### src/rtl/counter_pkg.sv
// Shared constants for the free-running counter and its downstream consumers.
package counter_pkg;
  localparam int unsigned CNT_W_DEF    = 4;
  localparam int unsigned DUTY_RST_DEF = 8;

  // Terminal (all-ones) count for a counter of the given width.
  function automatic int unsigned cnt_tc(input int unsigned w);
    return (1 << w) - 1;
  endfunction

  localparam int unsigned CNT_TC = cnt_tc(CNT_W_DEF);
endpackage

### src/rtl/counter_seq_mon.sv
// Tracks the upstream count: registered copy, wrap detection, sticky sequence error.
module counter_seq_mon
  import counter_pkg::*;
#(
  parameter int CNT_W = CNT_W_DEF
) (
  input  logic             clk,
  input  logic             rst_n,
  input  logic [CNT_W-1:0] q,
  input  logic             err_clr,
  output logic             wrap,
  output logic             seq_err
);
  localparam logic [CNT_W-1:0] TC = CNT_W'(cnt_tc(CNT_W));

  logic [CNT_W-1:0] q_d;
  logic             q_vld;
  logic             q_bad;

  // Holding the value is a legal stall; only +1 (mod 2**CNT_W) advances.
  assign q_bad = q_vld && (q != q_d) && (q != q_d + 1'b1);
  assign wrap  = q_vld && (q_d == TC) && (q == '0);

  always_ff @(posedge clk or negedge rst_n) begin
    if (!rst_n) begin
      q_d     <= '0;
      q_vld   <= 1'b0;
      seq_err <= 1'b0;
    end else begin
      q_d   <= q;
      q_vld <= 1'b1;
      if (q_bad)        seq_err <= 1'b1;
      else if (err_clr) seq_err <= 1'b0;
    end
  end
endmodule

### src/rtl/counter_pwm.sv
// Registered PWM from the upstream count with a duty setting that only changes at period wrap.
module counter_pwm
  import counter_pkg::*;
#(
  parameter int CNT_W    = CNT_W_DEF,
  parameter int WRAP_W   = 8,
  parameter int DUTY_RST = DUTY_RST_DEF
) (
  input  logic              clk,
  input  logic              rst_n,
  input  logic [CNT_W-1:0]  q,
  input  logic [CNT_W-1:0]  duty_in,
  input  logic              duty_load,
  input  logic              err_clr,
  output logic              pwm_out,
  output logic              period_tick,
  output logic              duty_ack,
  output logic [CNT_W-1:0]  duty_active,
  output logic [WRAP_W-1:0] wrap_cnt,
  output logic              seq_err
);
  localparam logic [CNT_W-1:0] DRST = CNT_W'(DUTY_RST);

  logic             wrap;
  logic             pend;
  logic [CNT_W-1:0] pending;
  logic [CNT_W-1:0] duty_next;

  counter_seq_mon #(.CNT_W(CNT_W)) u_mon (
    .clk     (clk),
    .rst_n   (rst_n),
    .q       (q),
    .err_clr (err_clr),
    .wrap    (wrap),
    .seq_err (seq_err)
  );

  // Switching duty at the q=0 sample keeps every period single-duty.
  assign duty_next = (wrap && pend) ? pending : duty_active;

  always_ff @(posedge clk or negedge rst_n) begin
    if (!rst_n) begin
      pend        <= 1'b0;
      pending     <= DRST;
      duty_active <= DRST;
      duty_ack    <= 1'b0;
      pwm_out     <= 1'b0;
      period_tick <= 1'b0;
      wrap_cnt    <= '0;
    end else begin
      // A load in the wrap cycle queues behind the value being applied now.
      if (duty_load) begin
        pend    <= 1'b1;
        pending <= duty_in;
      end else if (wrap) begin
        pend <= 1'b0;
      end
      duty_active <= duty_next;
      duty_ack    <= wrap && pend;
      pwm_out     <= (q < duty_next);
      period_tick <= wrap;
      if (wrap) wrap_cnt <= wrap_cnt + 1'b1;
    end
  end
endmodule

### config.mk
export PLATFORM = sky130hd
export DESIGN_NAME = counter_pwm
export DESIGN_NICKNAME = d
export VERILOG_FILES = /design/src/rtl/counter_pkg.sv /design/src/rtl/counter_seq_mon.sv /design/src/rtl/counter_pwm.sv
export SDC_FILE = /design/constraint.sdc
export NUM_CORES = 1
export LEC_CHECK = 0
export ABC_CLOCK_PERIOD_IN_PS = 3500
export BUFFER_PORTS_ARGS = -buffer_cell sky130_fd_sc_hd__clkbuf_2
export CAP_MARGIN = 20
export CORE_UTILIZATION = 30
export CTS_CLUSTER_DIAMETER = 100
export DETAILED_ROUTE_END_ITERATION = 10
export SLEW_MARGIN = 20
export SYNTH_ARGS = -nofsm -noshare
export SYNTH_HDL_FRONTEND = slang
export SYNTH_SLANG_ARGS = --single-unit
### constraint.sdc
create_clock -name clk -period 3.5 [get_ports clk]
set_input_delay 0 -clock clk [delete_from_list [all_inputs] [get_ports clk]]
set_output_delay 0 -clock clk [all_outputs]
set_load 0.1 [all_outputs]
==> flow_summary.toml, run 1 <==
[timing]
final.period_utilization_pct = 62.1
fin_tns_setup_ns = 0
slew_headroom_pct = 56.2
whs_ns = 0.0363
drv_slew = 0
fin_ws_ns = 1.33
min_period_ns = 2.17
fmax_mhz = 460
fin_skew_ns = 0.00982
rsz0062_at_grt = "no"
max_slew.worst_pin.slew_ns = 0.657
final-hold-violation-count = 0
setup_viol = 0

[synth]
synth.cell_area_um2 = 1150
synthCells = 90
synth_area_leader_cell = "dfrtp_1"
synth_seq_cells = 26
yosysWarnings = 0
synth_cell_types = 28
ys_async_sr_fraction_pct = 100
synth_edf_count = 0
synth-seq-area-share_pct = 56.7
synthesis.nets = 107
synth_commonest_cells = "dfrtp_1 (24), xnor2_1 (8), nand4_1 (6)"
synth.area.top_cells = "dfrtp_1 (52%), xnor2_1 (6.1%), ha_1 (5.4%)"
yosysTopAreaCellShare_pct = 52.2
synth_ff_type = "dfrtp_1"
syn_avg_cell_area_um2 = 12.8
yosysMostFrequentCell = "dfrtp_1"

[setup_path]
crit_top_cell = "ha_1"
path_buf_inv = 0
critical_path.top_delay_family = "compound AO/OA/AOI/OAI gates"
critPathLaunchType = "flip-flop"
slowest_stage = "dfrtp_1"
required_ns = 3.72
crit_chain = "ha_1 > and2_1 > nand4_4 > mux2i_1 > ha_1 > a2111oi_0 > a21o_1"
critical_path_arrival_ns = 2.39
slowest_delay_ns = 0.44
critPathMaxFanout = 5
cp-end-kind = "flip-flop"
path_class = "reg2reg"

[placement]
dpl.hpwl_mm = 1.63
place_area_um2 = 1350
dp.cells = 165
dpl_worst_slack_ns = 1.32
io_buffers = 27
routabilityCongestion = 0.703

[global_route]
grt_pass1_wl_mm = 3.76
grt_max_degree = 27
grt_use_total_pct = 12.0
grtUsageMet2_pct = 20.5
grt_use_met3_pct = 3.57
first_global_vias = 848
antenna_found_initial = 0
busiest_layer = "met2"
global_route.usage.met1_pct = 14.7
gr-total-overflow = 0

[power_and_ir_drop]
ir_drop_v = 0.000276
power_mw = 0.686
pwr_density_cell_nw_per_um2 = 452
power.static_leakage_nw = 0.768

[worst_hold_path]
hp-class = "in2reg"

[finish]
antenna_cells = 0
post-route-cell-area_um2 = 1520
stdcell_count = 179
syn_to_final_growth_pct = 31.8
drive_gt1_share_pct = 30.5
fin_util_pct = 41.5
final_net_count = 149

[cts]
ctsHtreeMaxLevel = 1
tritoncts = "built"
cts-root-buf = "clkbuf_8"
insertion_delay_ns = 0.28
cts_sinks = 26
post_cts_buffers = 0
path_clk_slew_ns = 0.10
cts_made_buffers = 3
ctsLongestPathBuffers = 2

[floorplan]
die_area_um2 = 4090
rows = 22
coreArea_um2 = 3660
die_h_um = 63.9
io_pins = 28
die_w_um = 63.9
start_util_pct = 31.4

[job]
maxCapViolCount = 0

[route]
firstDrtPassIters = 2
drc = 0
route.vias.total = 820
viasPerCell = 4.58
routed_wl_mm = 2.19
wire_per_inst_um = 12.3
drtIter0Drc = 30
ant_nets = 0

[run_status]
status = "complete, no violations"
## power by group
| part | leakage [nW] | switching, mW | internal [mW] | total [mW] |
|---|---|---|---|---|
| clock network | 0.0357 | 0.0989 | 0.153 | 0.252 |
| registers | 0.328 | 0.0101 | 0.315 | 0.325 |
| logic | 0.405 | 0.0746 | 0.0345 | 0.109 |
| total | 0.768 | 0.184 | 0.503 | 0.686 |
## per-layer routing
layer  share of wire (%)  wire (µm)
met4                0.73         16
met3                 4.9        107
met1                  45        994
met2                  49       1080
met5                   0          0
## worst reg2reg max path, stage by stage (launching register included)
cell and delay, ns:
dfrtp_1 0.44, ha_1 0.24, and2_1 0.18, nand4_4 0.15, mux2i_1 0.25, ha_1 0.28
a2111oi_0 0.41, a21o_1 0.16
## repair_timing
action | CTS | global route
hold endpoints to repair | 33 | 0
resized for setup | 0 | 0
hold buffers | 10 | 0
setup endpoints to repair | 0 | 0
## cell usage in the layout, fill, tap and decap left out, types with 3 or more instances in the layout
master | Yosys | layout
dlygate4sd3_1 | 0 | 10
nand2_1 | 5 | 5
clkbuf_2 | 0 | 27
clkbuf_8 | 0 | 3
mux2i_1 | 3 | 3
xnor2_1 | 8 | 8
dfrtp_1 | 24 | 24
inv_1 | 5 | 5
ha_1 | 5 | 5
xor2_1 | 5 | 5
nand4_1 | 6 | 6
mux2_2 | 4 | 4
## path summary, 6_finish.rpt
path,from,endpoint,slack (ns),cells after the start
max in group asynchronous,rst_n,u_mon.q_d[1]$_DFF_PN0_,2.80,2
hold / removal,err_clr,u_mon.seq_err$_DFFE_PN0P_,0.04,4
min in group asynchronous,rst_n,wrap_cnt[4]$_DFFE_PN0N_,0.27,2
hold reg to reg,wrap_cnt[7]$_DFFE_PN0N_,wrap_cnt[7]$_DFFE_PN0N_,0.49,1
setup / recovery,u_mon.q_d[0]$_DFF_PN0_,pwm_out$_DFF_PN0_,1.33,7
setup reg to reg,u_mon.q_d[0]$_DFF_PN0_,pwm_out$_DFF_PN0_,1.33,7
## cells by family (layout without fill, tap and decap cells)
group / after synthesis / in the layout / synth area share (%)
xor+xnor: 13 / 13 / 9.89
simple gates: 21 / 21 / 12.3
fa+ha+maj: 5 / 5 / 5.43
other cells: 1 / 1 / 0.326
flops: 26 / 26 / 56.7
compound gates: 10 / 10 / 5.54
mux: 8 / 8 / 7.83
buf+inv: 6 / 47 / 1.96
## final cells by class
class / count / area (µm²)
Fill cell: 354 / 2140
Sequential cell: 26 / 653
Multi-Input combinational cell: 58 / 475
Timing Repair Buffer: 37 / 235
Tap cell: 48 / 60.1
Clock buffer: 3 / 41.3
Clock inverter: 1 / 30.0
Inverter: 6 / 22.5
## state kept, by name (all words and copies together) (netlist names), 4 cells and up
register     count
duty_active      4
pending          4
u_mon.q_d        4
wrap_cnt         8
No activity file was read; power rests on OpenSTA's default activity.
==> run 2, diff against run 1 <==
ABC_CLOCK_PERIOD_IN_PS = 1800   (was 3500)
clock period = 1.8 ns   (was 3.5 ns; I/O delays follow)
==> flow_summary.toml, run 2 (same netlist as run 1, synthesis figures left out) <==
[setup_path]
slowest_delay_ns = 0.40
reg2reg_to = "pwm_out$_DFF_PN0_"
crit_end = "pwm_out$_DFF_PN0_"
cp-end-kind = "flip-flop"
required_ns = 2.01
slowest_stage = "dfrtp_1"
path_class = "reg2reg"
critPathMaxFanout = 5
r2r-start = "u_mon.q_d[1]$_DFF_PN0_"
reg2reg_depth = 7
critPathLaunchType = "flip-flop"
cp-startpoint = "u_mon.q_d[1]$_DFF_PN0_"
critical_path_arrival_ns = 2.11
crit_chain = "ha_2 > and2_4 > nand4_4 > mux2i_2 > ha_1 > a2111oi_2 > a21o_1"
regToRegSetupSlack_ns = -0.10

[floorplan]
die_w_um = 63.9
io_pins = 28
die_area_um2 = 4090
rows = 22
coreArea_um2 = 3660
die_h_um = 63.9
start_util_pct = 31.4

[route]
drtIter0Drc = 20
drc = 0
ant_nets = 0
route.vias.total = 865
routed_wl_mm = 2.29
firstDrtPassIters = 4
wire_per_inst_um = 12.0
viasPerCell = 4.55

[cts]
insertion_delay_ns = 0.27
cts_sinks = 26
cts-root-buf = "clkbuf_8"
tritoncts = "built"
cts_made_buffers = 3
ctsHtreeMaxLevel = 1
path_clk_slew_ns = 0.09
ctsLongestPathBuffers = 2

[finish]
antenna_cells = 0
largest_register = "wrap_cnt"
drive_gt1_share_pct = 42.3
layout_common_cells = "clkbuf_2 (27), dfrtp_1 (22), buf_4 (12)"
fin_util_pct = 44.4
largest_reg_flops = 8
stdcell_count = 190
final_net_count = 160
syn_to_final_growth_pct = 41.3
post-route-cell-area_um2 = 1630
final_common_cell = "clkbuf_2"

[timing]
fin_skew_ns = 0.00786
fin_ws_ns = -0.103
slew_headroom_pct = 57.0
fin_tns_setup_ns = -0.103
drv_slew = 0
final-hold-violation-count = 0
setup_viol = 1
max_slew.worst_pin.slew_ns = 0.644
whs_ns = 0.00905
min_period_ns = 1.90
fmax_mhz = 526
rsz0062_at_grt = "yes"
final.period_utilization_pct = 106

[global_route]
grt_use_total_pct = 12.6
first_global_vias = 873
antenna_found_initial = 0
grt_max_degree = 27
gr-total-overflow = 0
grt_pass1_wl_mm = 3.94

[placement]
dpl_worst_slack_ns = -0.110
io_buffers = 27
place_area_um2 = 1420
routabilityCongestion = 0.772
dp.cells = 172
dpl.hpwl_mm = 1.64

[power_and_ir_drop]
power.static_leakage_nw = 0.799
power.switching_mw = 0.348
pwr_density_cell_nw_per_um2 = 825
power_frac_comb_pct = 17.7
p_sw_share_pct = 25.9
power_mw = 1.34
clkPwrFrac_pct = 35.2
internal_power_mw = 0.995
ir_drop_v = 0.000592
pwr-share-seq_pct = 47.2

[run_status]
violations = "negative setup slack"
status = "finished, violations left"

[worst_hold_path]
hp-class = "in2reg"

[job]
maxCapViolCount = 0
run 2: final cells by class:
| type | instances | area (µm²) |
|---|---|---|
| clock buffer | 3 | 41.3 |
| clock inverter | 1 | 30.0 |
| fill | 350 | 2030 |
| inverter | 6 | 22.5 |
| multi-input combinational | 58 | 498 |
| sequential | 26 | 659 |
| tap | 48 | 60.1 |
| timing repair buffer | 48 | 315 |
run 2: critical path: cells and delay by family, from the launching register on:
family | cells | cell delay [ns]
adder cells (fa/ha/maj) | 2 | 0.48
multiplexers | 1 | 0.26
flip-flops | 1 | 0.40
AND/OR/NAND/NOR | 2 | 0.25
AO/OA/AOI/OAI | 2 | 0.45
run 2: power by group through the flow:
stage | logic [mW] | registers (mW) | clock network [mW]
after floorplan | 0.0627 | 0.724 | 0
after detailed placement | 0.213 | 0.643 | 0
final | 0.237 | 0.633 | 0.472
after global routing | 0.255 | 0.636 | 0.521
after CTS | 0.231 | 0.632 | 0.494
after global placement | 0.208 | 0.642 | 0
run 2: routing by layer:
| metal | global-route usage, % | vias up | share of wire, % |
|---|---|---|---|
| met5 | 0 | - | 0 |
| met4 | 2.56 | 0 | 0.44 |
| met3 | 3.39 | 2 | 4.4 |
| met2 | 19.8 | 22 | 50 |
| met1 | 17.2 | 418 | 45 |
| li1 | - | 423 | - |
run 2: timing repair:
item,in CTS,in global routing
endpoints found under the hold margin,32,0
hold buffers,9,0
gates resized for setup,1,3
pin swaps,1,1
setup buffers,2,3
setup endpoints to repair,1,1
cloned,0,0
run 2: worst min-delay path by stage:
| stage | startpoint | to | slack (ns) | depth (start not counted) |
|---|---|---|---|---|
| after floorplan | rst_n | duty_ack$_DFF_PN0_ | -0.30 | 0 |
| after global placement | rst_n | pending[2]$_DFFE_PN0P_ | 0.05 | 1 |
| after detailed placement | rst_n | pending[2]$_DFFE_PN0P_ | 0.06 | 1 |
| after CTS | duty_load | pend$_DFFE_PN0P_ | 0.002 | 2 |
| after global routing | duty_load | pend$_DFFE_PN0P_ | 0.006 | 2 |
| final | duty_load | pend$_DFFE_PN0P_ | 0.009 | 2 |
